<file path="src/rtl/matrix_fetch_pkg.sv">
// rtl/matrix_fetch_pkg.sv - shared sizes, element/vector types and fetch FSM states.
package matrix_pkg;
  localparam int N    = 32;
  localparam int DW   = 8;
  localparam int IDXW = 6;
  localparam int AW   = 10;
  localparam int KW   = $clog2(N);

  typedef logic [DW-1:0]         elem_t;
  typedef logic [N-1:0][DW-1:0]  vec_t;

  typedef enum logic [1:0] {
    IDLE  = 2'd0,
    ISSUE = 2'd1,
    DRAIN = 2'd2,
    RESP  = 2'd3
  } fetch_state_t;
endpackage

</file>
<file path="src/rtl/matrix_fetch_if.sv">
// rtl/matrix_fetch_if.sv - request/response handshake plus A/B BRAM read ports.
interface matrix_fetch_if;
  import matrix_pkg::*;

  logic             new_request;
  logic [IDXW-1:0]  row_req;
  logic [IDXW-1:0]  col_req;
  logic             req_ready;
  logic [AW-1:0]    a_addr;
  logic             a_rd_en;
  elem_t            a_data;
  logic [AW-1:0]    b_addr;
  logic             b_rd_en;
  elem_t            b_data;
  vec_t             matA_row;
  vec_t             matB_col;
  logic             val_rows;
  logic [IDXW-1:0]  row_resp;
  logic [IDXW-1:0]  col_resp;

  modport slave (
    input  new_request, row_req, col_req, a_data, b_data,
    output req_ready, a_addr, a_rd_en, b_addr, b_rd_en,
           matA_row, matB_col, val_rows, row_resp, col_resp
  );

  modport master (
    output new_request, row_req, col_req, a_data, b_data,
    input  req_ready, a_addr, a_rd_en, b_addr, b_rd_en,
           matA_row, matB_col, val_rows, row_resp, col_resp
  );
endinterface

</file>
<file path="src/rtl/matrix_fetch_pipe.sv">
// rtl/matrix_fetch_pipe.sv - RD_LAT-deep {valid, k} delay line aligned with BRAM read data.
module mat_fetch_pipe #(
  parameter int RD_LAT = 2,
  parameter int KW     = 5
) (
  input  logic          clk,
  input  logic          rst_n,
  input  logic          in_valid,
  input  logic [KW-1:0] in_k,
  output logic          out_valid,
  output logic [KW-1:0] out_k
);
  logic [RD_LAT-1:0]         v;
  logic [RD_LAT-1:0][KW-1:0] kq;

  always_ff @(posedge clk or negedge rst_n) begin
    if (!rst_n) begin
      v  <= '0;
      kq <= '0;
    end else begin
      v[0]  <= in_valid;
      kq[0] <= in_k;
      for (int i = 1; i < RD_LAT; i++) begin
        v[i]  <= v[i-1];
        kq[i] <= kq[i-1];
      end
    end
  end

  assign out_valid = v[RD_LAT-1];
  assign out_k     = kq[RD_LAT-1];
endmodule

</file>
<file path="src/rtl/matrix_fetch.sv">
// rtl/matrix_fetch.sv - fetches row A[row][*] and column B[*][col] from BRAM into packed vectors.
module matrix_fetch
  import matrix_pkg::*;
#(
  parameter int RD_LAT = 2
) (
  input  logic          clk_in,
  input  logic          rst_in,
  matrix_fetch_if.slave bus
);
  localparam int CW = (RD_LAT > 1) ? $clog2(RD_LAT) : 1;
  localparam logic [CW-1:0] DRAIN_LAST = CW'(RD_LAT - 1);
  localparam logic [KW-1:0] K_LAST     = KW'(N - 1);

  fetch_state_t    state, state_nx;
  logic [KW-1:0]   k;
  logic [CW-1:0]   drain_cnt;
  logic [IDXW-1:0] row_q, col_q, row_tag, col_tag;
  logic            a_oob, b_oob;
  vec_t            a_vec, b_vec;
  logic            issue, accept;
  logic            p_valid;
  logic [KW-1:0]   p_k;

  always_comb begin
    state_nx = state;
    issue    = 1'b0;
    accept   = 1'b0;
    case (state)
      IDLE: begin
        accept = bus.new_request;
        if (bus.new_request) state_nx = ISSUE;
      end
      ISSUE: begin
        issue = 1'b1;
        if (k == K_LAST) state_nx = DRAIN;
      end
      DRAIN: if (drain_cnt == DRAIN_LAST) state_nx = RESP;
      RESP:  state_nx = IDLE;
      default: state_nx = IDLE;
    endcase
  end

  always_ff @(posedge clk_in or negedge rst_in) begin
    if (!rst_in) state <= IDLE;
    else         state <= state_nx;
  end

  always_ff @(posedge clk_in or negedge rst_in) begin
    if (!rst_in) begin
      k         <= '0;
      drain_cnt <= '0;
      row_q     <= '0;
      col_q     <= '0;
      a_oob     <= 1'b0;
      b_oob     <= 1'b0;
      row_tag   <= '0;
      col_tag   <= '0;
      a_vec     <= '0;
      b_vec     <= '0;
    end else begin
      if (accept) begin
        row_q <= bus.row_req;
        col_q <= bus.col_req;
        a_oob <= bus.row_req >= IDXW'(N);
        b_oob <= bus.col_req >= IDXW'(N);
        k     <= '0;
      end
      if (issue) begin
        k         <= k + 1'b1;
        drain_cnt <= '0;
      end
      if (state == DRAIN) begin
        drain_cnt <= drain_cnt + 1'b1;
        if (drain_cnt == DRAIN_LAST) begin
          row_tag <= row_q;
          col_tag <= col_q;
        end
      end
      // Out-of-range sides still walk the pipeline so latency is unchanged; they just write zeros.
      if (p_valid) begin
        a_vec[p_k] <= a_oob ? '0 : bus.a_data;
        b_vec[p_k] <= b_oob ? '0 : bus.b_data;
      end
    end
  end

  mat_fetch_pipe #(.RD_LAT(RD_LAT), .KW(KW)) u_pipe (
    .clk       (clk_in),
    .rst_n     (rst_in),
    .in_valid  (issue),
    .in_k      (k),
    .out_valid (p_valid),
    .out_k     (p_k)
  );

  assign bus.req_ready = (state == IDLE);
  assign bus.a_rd_en   = issue && !a_oob;
  assign bus.b_rd_en   = issue && !b_oob;
  assign bus.a_addr    = issue ? AW'({row_q, k}) : '0;
  assign bus.b_addr    = issue ? AW'({k, col_q[KW-1:0]}) : '0;
  assign bus.val_rows  = (state == RESP);
  assign bus.matA_row  = a_vec;
  assign bus.matB_col  = b_vec;
  assign bus.row_resp  = row_tag;
  assign bus.col_resp  = col_tag;
endmodule

</file>
<file path="src/flat_wrapper.sv">
// flat-port wrapper written by rule: the top's interface ports become plain ports
module matrix_fetch_flat import matrix_pkg::*;
#(
  parameter int RD_LAT = 2
)
  (clk_in, rst_in, bus_new_request, bus_row_req, bus_col_req, bus_a_data, bus_b_data, bus_req_ready, bus_a_addr, bus_a_rd_en, bus_b_addr, bus_b_rd_en, bus_matA_row, bus_matB_col, bus_val_rows, bus_row_resp, bus_col_resp);
  matrix_fetch_if bus_i ();
  input  logic clk_in;
  input  logic rst_in;
  input wire logic [$bits(bus_i.new_request)-1:0] bus_new_request;
  input wire logic [$bits(bus_i.row_req)-1:0] bus_row_req;
  input wire logic [$bits(bus_i.col_req)-1:0] bus_col_req;
  input wire logic [$bits(bus_i.a_data)-1:0] bus_a_data;
  input wire logic [$bits(bus_i.b_data)-1:0] bus_b_data;
  output wire logic [$bits(bus_i.req_ready)-1:0] bus_req_ready;
  output wire logic [$bits(bus_i.a_addr)-1:0] bus_a_addr;
  output wire logic [$bits(bus_i.a_rd_en)-1:0] bus_a_rd_en;
  output wire logic [$bits(bus_i.b_addr)-1:0] bus_b_addr;
  output wire logic [$bits(bus_i.b_rd_en)-1:0] bus_b_rd_en;
  output wire logic [$bits(bus_i.matA_row)-1:0] bus_matA_row;
  output wire logic [$bits(bus_i.matB_col)-1:0] bus_matB_col;
  output wire logic [$bits(bus_i.val_rows)-1:0] bus_val_rows;
  output wire logic [$bits(bus_i.row_resp)-1:0] bus_row_resp;
  output wire logic [$bits(bus_i.col_resp)-1:0] bus_col_resp;
  assign bus_i.new_request = bus_new_request;
  assign bus_i.row_req = bus_row_req;
  assign bus_i.col_req = bus_col_req;
  assign bus_i.a_data = bus_a_data;
  assign bus_i.b_data = bus_b_data;
  assign bus_req_ready = bus_i.req_ready;
  assign bus_a_addr = bus_i.a_addr;
  assign bus_a_rd_en = bus_i.a_rd_en;
  assign bus_b_addr = bus_i.b_addr;
  assign bus_b_rd_en = bus_i.b_rd_en;
  assign bus_matA_row = bus_i.matA_row;
  assign bus_matB_col = bus_i.matB_col;
  assign bus_val_rows = bus_i.val_rows;
  assign bus_row_resp = bus_i.row_resp;
  assign bus_col_resp = bus_i.col_resp;
  matrix_fetch #(.RD_LAT(RD_LAT)) u_core (.clk_in(clk_in), .rst_in(rst_in), .bus(bus_i));
endmodule
</file>
<file path="config.mk">
export PLATFORM = sky130hd
export DESIGN_NAME = matrix_fetch_flat
export DESIGN_NICKNAME = d
export VERILOG_FILES = /design/src/rtl/matrix_fetch_pkg.sv /design/src/rtl/matrix_fetch_if.sv /design/src/rtl/matrix_fetch_pipe.sv /design/src/rtl/matrix_fetch.sv /design/src/flat_wrapper.sv
export SDC_FILE = /design/constraint.sdc
export NUM_CORES = 1
export LEC_CHECK = 0
export CORE_AREA = 2 2 227 229
export CTS_CLUSTER_SIZE = 40
export DETAILED_ROUTE_END_ITERATION = 12
export DIE_AREA = 0 0 229 231
export PLACE_DENSITY = 0.72
export SETUP_SLACK_MARGIN = 0.05
export SYNTH_ARGS = -nofsm -noshare
export SYNTH_HDL_FRONTEND = slang
export SYNTH_HIERARCHICAL = 1
export SYNTH_SLANG_ARGS = --single-unit
</file>
<file path="constraint.sdc">
create_clock -name clk_in -period 1.97 [get_ports clk_in]
set_input_delay 0.394 -clock clk_in [delete_from_list [all_inputs] [get_ports clk_in]]
set_output_delay 0.394 -clock clk_in [all_outputs]
set_load 0.05 [all_outputs]
</file>
==> results.md, run 1 <==
- Outcome: complete, but fails checks
- Failing checks: negative setup slack
- # DRC: 0
- Synth unique cells: 28
- Yosys top cell area share: 65.32%
- Slew at the pin closest to its max-slew limit: 1043 ps
- WL/cell: 24.97 µm
- Post-Syn Instances: about 1,300
- Initial Util: 42.18%
- Clk root buf: clkbuf_16
- Final nets: 1,996
- Chip height: 231 µm
- First-pass GRT wire length: 98.35 mm
- Worst endpoint required time: between 1500 and 2000 ps
- XOR/XNOR Fraction of Synth Area: 0.08194%
- Share of flip-flops with an asynchronous set or reset: 100.0%
- Final Max Tran Viols: 0
- Largest net degree at the start of global routing: between 60 and 70
- Part of the cycle the worst path needs: 107.4%
- Peak supply drop: 0.0009446 V
- Synthesis-to-finish area growth: 41.28%
- Tot GR Track Use: 25.02%
- Antenna violations before repair: 0
- Startpoint Class: register
- R2r worst-path depth: 4
- Placer congestion estimate: between 0.8 and 0.9
- Core area: roughly 50,000 µm²
- Crit end category: output port
- Area leader, netlist: dfrtp_1
- Crit path launch: u_core/state[1]
- Vias in the first global route: 14,800
- Most frequent cell after synthesis: dfrtp_1
- First drt pass iteration count: 4
- H-tree depth: 2
- Post-synth EDFFs: 0
- Vias per cell: slightly above 5
- Number of synthesized register bits: 558
- Post-synthesis adder-cell area fraction: less than 1%
- Post-synthesis sequential area ratio: 65.32%
- PwrDens: 1625 nW/µm²
- FF-to-FF Start: u_core/u_pipe/out_k[1]
- Post-route clock skew: 18.01 ps
- Mapped cell area: 21,380 µm²
- Post-layout min period: around 2100 ps
- Area contributors post-synth: dfrtp_1 (65%), mux2_2 (28%), clkbuf_1 (1.0%)
- CTS clock-pin slew for the worst setup and hold paths: about 60 ps
- Mean post-synth cell area: approximately 16 µm²
- Largest stage delay, worst path: 390 ps
- Combinational family with the most area after synthesis: multiplexers
- Critical path type: register to output port
- Total chip power: 49.07 mW
- Clock Latency Late Sink: around 600 ps
- Total congestion overflow: 0
- Slowest-stage cell, CP: dfrtp_1
- Final Setup Violations: 22
- Initial DRC count: 679
- Post-Route WL: about 67 mm
- Leakage power: 14.99 nW
- I/O Pins: 579
- RSZ-0062 raised after global routing: true
- CTS max path bufs: 3
- Port Buffers: approximately 580
- Die width: 229 µm
- Post-DP HPWL: 46.61 mm
- Pre-CTS WS: -154.5 ps
- TritonCTS Buffers: 57
- # Max-Cap Violations: 0
- Finished layout cell area: 30,200 µm²
- Max Freq: 472.7 MHz
- Yosys warnings: 6
- Worst Path Max Fanout: 5
- Synth Area in Compound Gates: less than 1%
- Die area: 52,900 µm²
- Placed Area: ~28,000 µm²
- Sink Count: 558
- Worst Setup Slack, final: -145.6 ps
- Vias: 13,680
- Final hold vios: 0
- Worst Hold Class: primary input to asynchronous set/reset pin
- Row count: between 80 and 90
- Post-Synthesis Net Count: 1,357
- Post-Synth Simple-Gate Area: under 10%
- Worst-path cell chain: inv_2 > ha_4 > buf_6 > and2_4 > buf_12
- Layout cells sized above 1: between 50% and 60%
- Rel. slew slack: 30.35%
- CTS tree: built
- Most used flip-flop cell after synthesis: dfrtp_1
- Arr. time, crit path: about 1700 ps
- DRT antenna net count: 0
- Ant diodes: 0
- Mux contribution to synthesized area: 28.33%
- Most common library cells after synthesis: dfrtp_1 (558), mux2_2 (535), clkbuf_1 (57), nand2_1 (28), nor2b_1 (23)
logic make-up (layout without fill, tap and decap cells):
kind of cell             count (synthesis)  in the layout
XOR/XNOR                                 2              2
AND/OR/NAND/NOR                        105            105
buffers and inverters                  107            783
multiplexers                           538            538
flip-flops                             558            558
AO/OA/AOI/OAI                            4              4
adder cells (fa/ha/maj)                  6              6
path summary, 6_finish.rpt:
kind | slack [ps] | to
setup / recovery | -150 | bus_a_addr[0]
hold / removal | 260 | u_core/bus.matA_row[154]
setup reg to reg | 140 | u_core/bus.matA_row[200]
hold reg to reg | 350 | u_core/u_pipe/out_k[2]
max in group asynchronous | 870 | u_core/bus.matB_col[96]
min in group clk_in | 350 | u_core/u_pipe/out_k[2]
placed cells by master (no fill, tap or decap), drive strengths merged, types with 4 or more instances in the layout:
cell / count
buf: 346
mux2: 536
dlygate4sd2: 94
clkinv: 6
nor2b: 23
clkinvlp: 4
clkdlybuf4s15: 171
clkbuf: 124
bufinv: 4
nor3: 5
ha: 6
and3: 5
clkdlybuf4s50: 29
dfrtp: 558
nand2: 31
and2: 15
inv: 4
nor2: 13
critical path, delay by kind of cell, from the launching register on:
kind / cells / cell delay [ps]
flops: 1 / 390
simple gates: 1 / 180
fa+ha+maj: 1 / 190
buf+inv: 3 / 360
state kept, by name, summed over array words and instances, names as in the netlist, 5 cells and up:
signal	cells
u_core/u_pipe/out_k	5
u_core/bus.col_resp	6
u_core/bus.matB_col	256
u_core/bus.matA_row	256
u_core/row_q	6
u_core/u_pipe/kq	5
u_core/col_q	6
u_core/bus.row_resp	6
u_core/k	5
area by class of cell:
class	count	area [µm²]
Clock buffer	80	1655
Clock inverter	16	197.7
Fill cell	3972	20480
Inverter	2	7.507
Multi-Input combinational cell	655	7017
Sequential cell	558	13970
Tap cell	680	850.8
Timing Repair Buffer	685	6509
what timing repair did:
action                                  CTS  global route
resized for setup                       489           128
pin swaps                                 1             0
hold endpoints to repair                 29             0
cloned                                    2             0
hold buffers                              1             0
buffers inserted                          5             6
endpoints found under the setup margin  332           210
per-layer routing:
metal / wire length, µm / vias up / share of wire, % / GRT usage, %
met5: 0 / - / 0 / 0
met1: 26670 / 7216 / 40 / 30.82
li1: - / 5878 / - / -
met2: 33360 / 459 / 50 / 42.56
met4: 2503 / 0 / 3.7 / 9.720
met3: 4292 / 130 / 6.4 / 6.126
stage by stage:
stage	hold WS [ps]	cells	setup TNS (ps)	utilization, %
after floorplan	98.41	1320	-59.08	-
after global placement	309.3	2566	-9334	56.16
after detailed placement	320.0	2566	-11600	56.16
after CTS	267.2	2670	-2798	59.73
after global routing	277.3	2676	-4046	59.60
final	262.5	2676	-2568	59.60
power breakdown:
group / leakage [nW] / internal (mW) / switching, mW
Combinational: 6.81 / 6.98 / 15.0
Clock: 0.902 / 6.33 / 4.40
Sequential: 7.28 / 14.4 / 1.90
No activity file was read; power rests on OpenSTA's default activity.
==> run 2: changes to the inputs <==
- SETUP_SLACK_MARGIN: 0.05 -> 0.4
==> results.md, run 2 (synthesis gave the netlist of run 1 again) <==
- Placer congestion estimate: 0.8017 (was 0.8034)
- Final Max Tran Viols: 0 (unchanged)
- Final Setup Violations: 23 (was 22)
- Leakage power: 16.48 nW (was 14.99 nW)
- Peak supply drop: 0.001288 V (was 0.0009446 V)
- Ant diodes: 0 (unchanged)
- Slowest-stage cell, CP: dfrtp_1 (unchanged)
- Post-layout min period: 2129 ps (was 2116 ps)
- GRT met1 Usage: 32.18% (was 30.82%)
- Slew at the pin closest to its max-slew limit: 824.6 ps (was 1043 ps)
- Synthesis-to-finish area growth: 56.43% (was 41.28%)
- Layout cells sized above 1: 65.38% (was 54.56%)
- Die area: 52,900 µm² (unchanged)
- Commonest non-fill, non-tap cell in the layout: dfrtp_1 (unchanged)
- Global routing usage on met2: 43.24% (was 42.56%)
- Hold_ws: 327.3 ps (was 262.5 ps)
- Initial DRC count: 745 (was 679)
- Placed cells: 2,547 (was 2,566)
- RSZ-0062 raised after global routing: true (unchanged)
- Worst Setup Slack, final: -158.7 ps (was -145.6 ps)
- Initial Util: 42.18% (unchanged)
- Finished layout cell area: 33,440 µm² (was 30,200 µm²)
- TritonCTS Buffers: 57 (unchanged)
- DRT antenna net count: 0 (unchanged)
- Row count: 83 (unchanged)
- First drt pass iteration count: 7 (was 4)
- Max Freq: 469.8 MHz (was 472.7 MHz)
- Buf/Inv on CP: 3 (unchanged)
- Chip height: 231 µm (unchanged)
- Vias: 14,730 (was 13,680)
- Vias per cell: 5.267 (was 5.113)
- Largest net degree at the start of global routing: 69 (was 61)
- Total congestion overflow: 0 (unchanged)
- Largest stage delay, worst path: 390 ps (about the same)
- Clk root buf: clkbuf_16 (unchanged)
- First-pass GRT wire length: 100.4 mm (was 98.35 mm)
- Outcome: complete, but fails checks (unchanged)
- WL/cell: 28.44 µm (was 24.97 µm)
- Pre-CTS WS: -252.3 ps (was -154.5 ps)
- Sink Count: 558 (unchanged)
- Final nets: 2,110 (was 1,996)
- H-tree depth: 2 (unchanged)
- Placed Area: 28,710 µm² (was 28,460 µm²)
- TNS Setup: -2711 ps (was -2568 ps)
- Commonest cells after routing, fill and taps aside: dfrtp_1 (550), mux2_2 (332), buf_4 (321) (was dfrtp_1 (556), mux2_2 (535), buf_4 (276))
- Rel. slew slack: 44.91% (was 30.35%)
- CTS max path bufs: 3 (unchanged)
- # DRC: 0 (unchanged)
- Startpoint Class: register (unchanged)
- Tot GR Track Use: 25.67% (was 25.02%)
- Global Route met3 Usage: 5.941% (was 6.126%)
- Worst path depth: 5 (unchanged)
- Total chip power: 53.24 mW (was 49.07 mW)
- I/O Pins: 579 (unchanged)
- Port Buffers: 578 (unchanged)
- Die width: 229 µm (unchanged)
- Vias in the first global route: 14,760 (was 14,800)
- Antenna violations before repair: 2 (was 0)
- R2r worst-path depth: 5 (was 4)
- Clock Latency Late Sink: 610 ps (was 600 ps)
- CTS clock-pin slew for the worst setup and hold paths: 60 ps (about the same)
- Layout Utilization: 65.99% (was 59.60%)
- # Max-Cap Violations: 0 (unchanged)
- Post-route clock skew: 27.50 ps (was 18.01 ps)
- Worst Hold Class: primary input to asynchronous set/reset pin (unchanged)
- Failing checks: negative setup slack (unchanged)
- Critical path type: register to output port (unchanged)
- CTS tree: built (unchanged)
- Arr. time, crit path: 1730 ps (was 1720 ps)
- Crit end category: output port (unchanged)
- R2R setup slack: 150 ps (was 140 ps)
- Worst Path Max Fanout: 7 (was 5)
- Worst-path cell chain: inv_2 > ha_4 > buf_8 > and2_4 > buf_12 (was inv_2 > ha_4 > buf_6 > and2_4 > buf_12)
- Final hold vios: 0 (unchanged)
- Post-Route WL: 79.56 mm (was 66.82 mm)
- CP top delay family: flip-flops (unchanged)
- Most Crowded Layer GR: met2 (unchanged)
- Core area: 50,680 µm² (unchanged)
- Layout Cells excl Fill: 2,797 (was 2,676)
- Part of the cycle the worst path needs: 108.1% (was 107.4%)
- Worst endpoint required time: 1580 ps (about the same)
- PwrDens: 1592 nW/µm² (was 1625 nW/µm²)
- Post-DP HPWL: 47.06 mm (was 46.61 mm)
-- run 2: cell types whose count changed in the layout (fill, tap and decap cells not counted), sizes merged, moves of 4 or more --
| cell | previous run | this run |
|---|---|---|
| nor2b | 23 | 32 |
| clkbuf | 124 | 109 |
| buf | 346 | 633 |
| dlygate4sd2 | 94 | 98 |
| clkdlybuf4s15 | 171 | 3 |
| nand2 | 31 | 36 |
-- run 2: final timing paths --
| check | from | endpoint |
|---|---|---|
| max in group asynchronous | rst_in | u_core/bus.matA_row[89] |
| setup reg to reg | u_core/u_pipe/out_k[1] | u_core/bus.matB_col[226] |
| hold reg to reg | u_core/u_pipe/kq[3] | u_core/u_pipe/out_k[3] |
| hold / removal | rst_in | u_core/bus.matB_col[38] |
| min in group clk_in | u_core/u_pipe/kq[3] | u_core/u_pipe/out_k[3] |
| setup / recovery | u_core/state[1] | bus_a_addr[4] |
-- run 2: final cells by class --
type | count | area (µm²)
clock buffer | 89 | 1749
tap | 680 | 850.8
clock inverter | 14 | 155.1
inverter | 2 | 7.507
multi-input combinational | 669 | 8339
timing repair buffer | 785 | 8366
sequential | 558 | 13970
fill | 3599 | 17240
-- run 2: what timing repair did --
| item | in CTS | in global routing |
|---|---|---|
| endpoints found under the setup margin | 1059 | 1085 |
| pin swaps | 0 | 14 |
| hold buffers | 1 | 0 |
| endpoints found under the hold margin | 23 | 0 |
| gates cloned | 1 | 33 |
| resized for setup | 1185 | 573 |
| buffers inserted | 45 | 67 |
-- run 2: power by group --
| part | internal, mW | leakage [nW] | switching [mW] |
|---|---|---|---|
| clock | 6.46 | 0.941 | 4.47 |
| sequential | 14.5 | 7.27 | 2.09 |
| combinational | 9.25 | 8.26 | 16.5 |
-- run 2: routing by layer --
layer	up-vias	part of all wire, %	wire (µm)
met5	-	0	0
met4	0	3.5	2762
met3	140	6.6	5268
met2	607	50	39460
met1	7858	40	32070
li1	6127	-	-
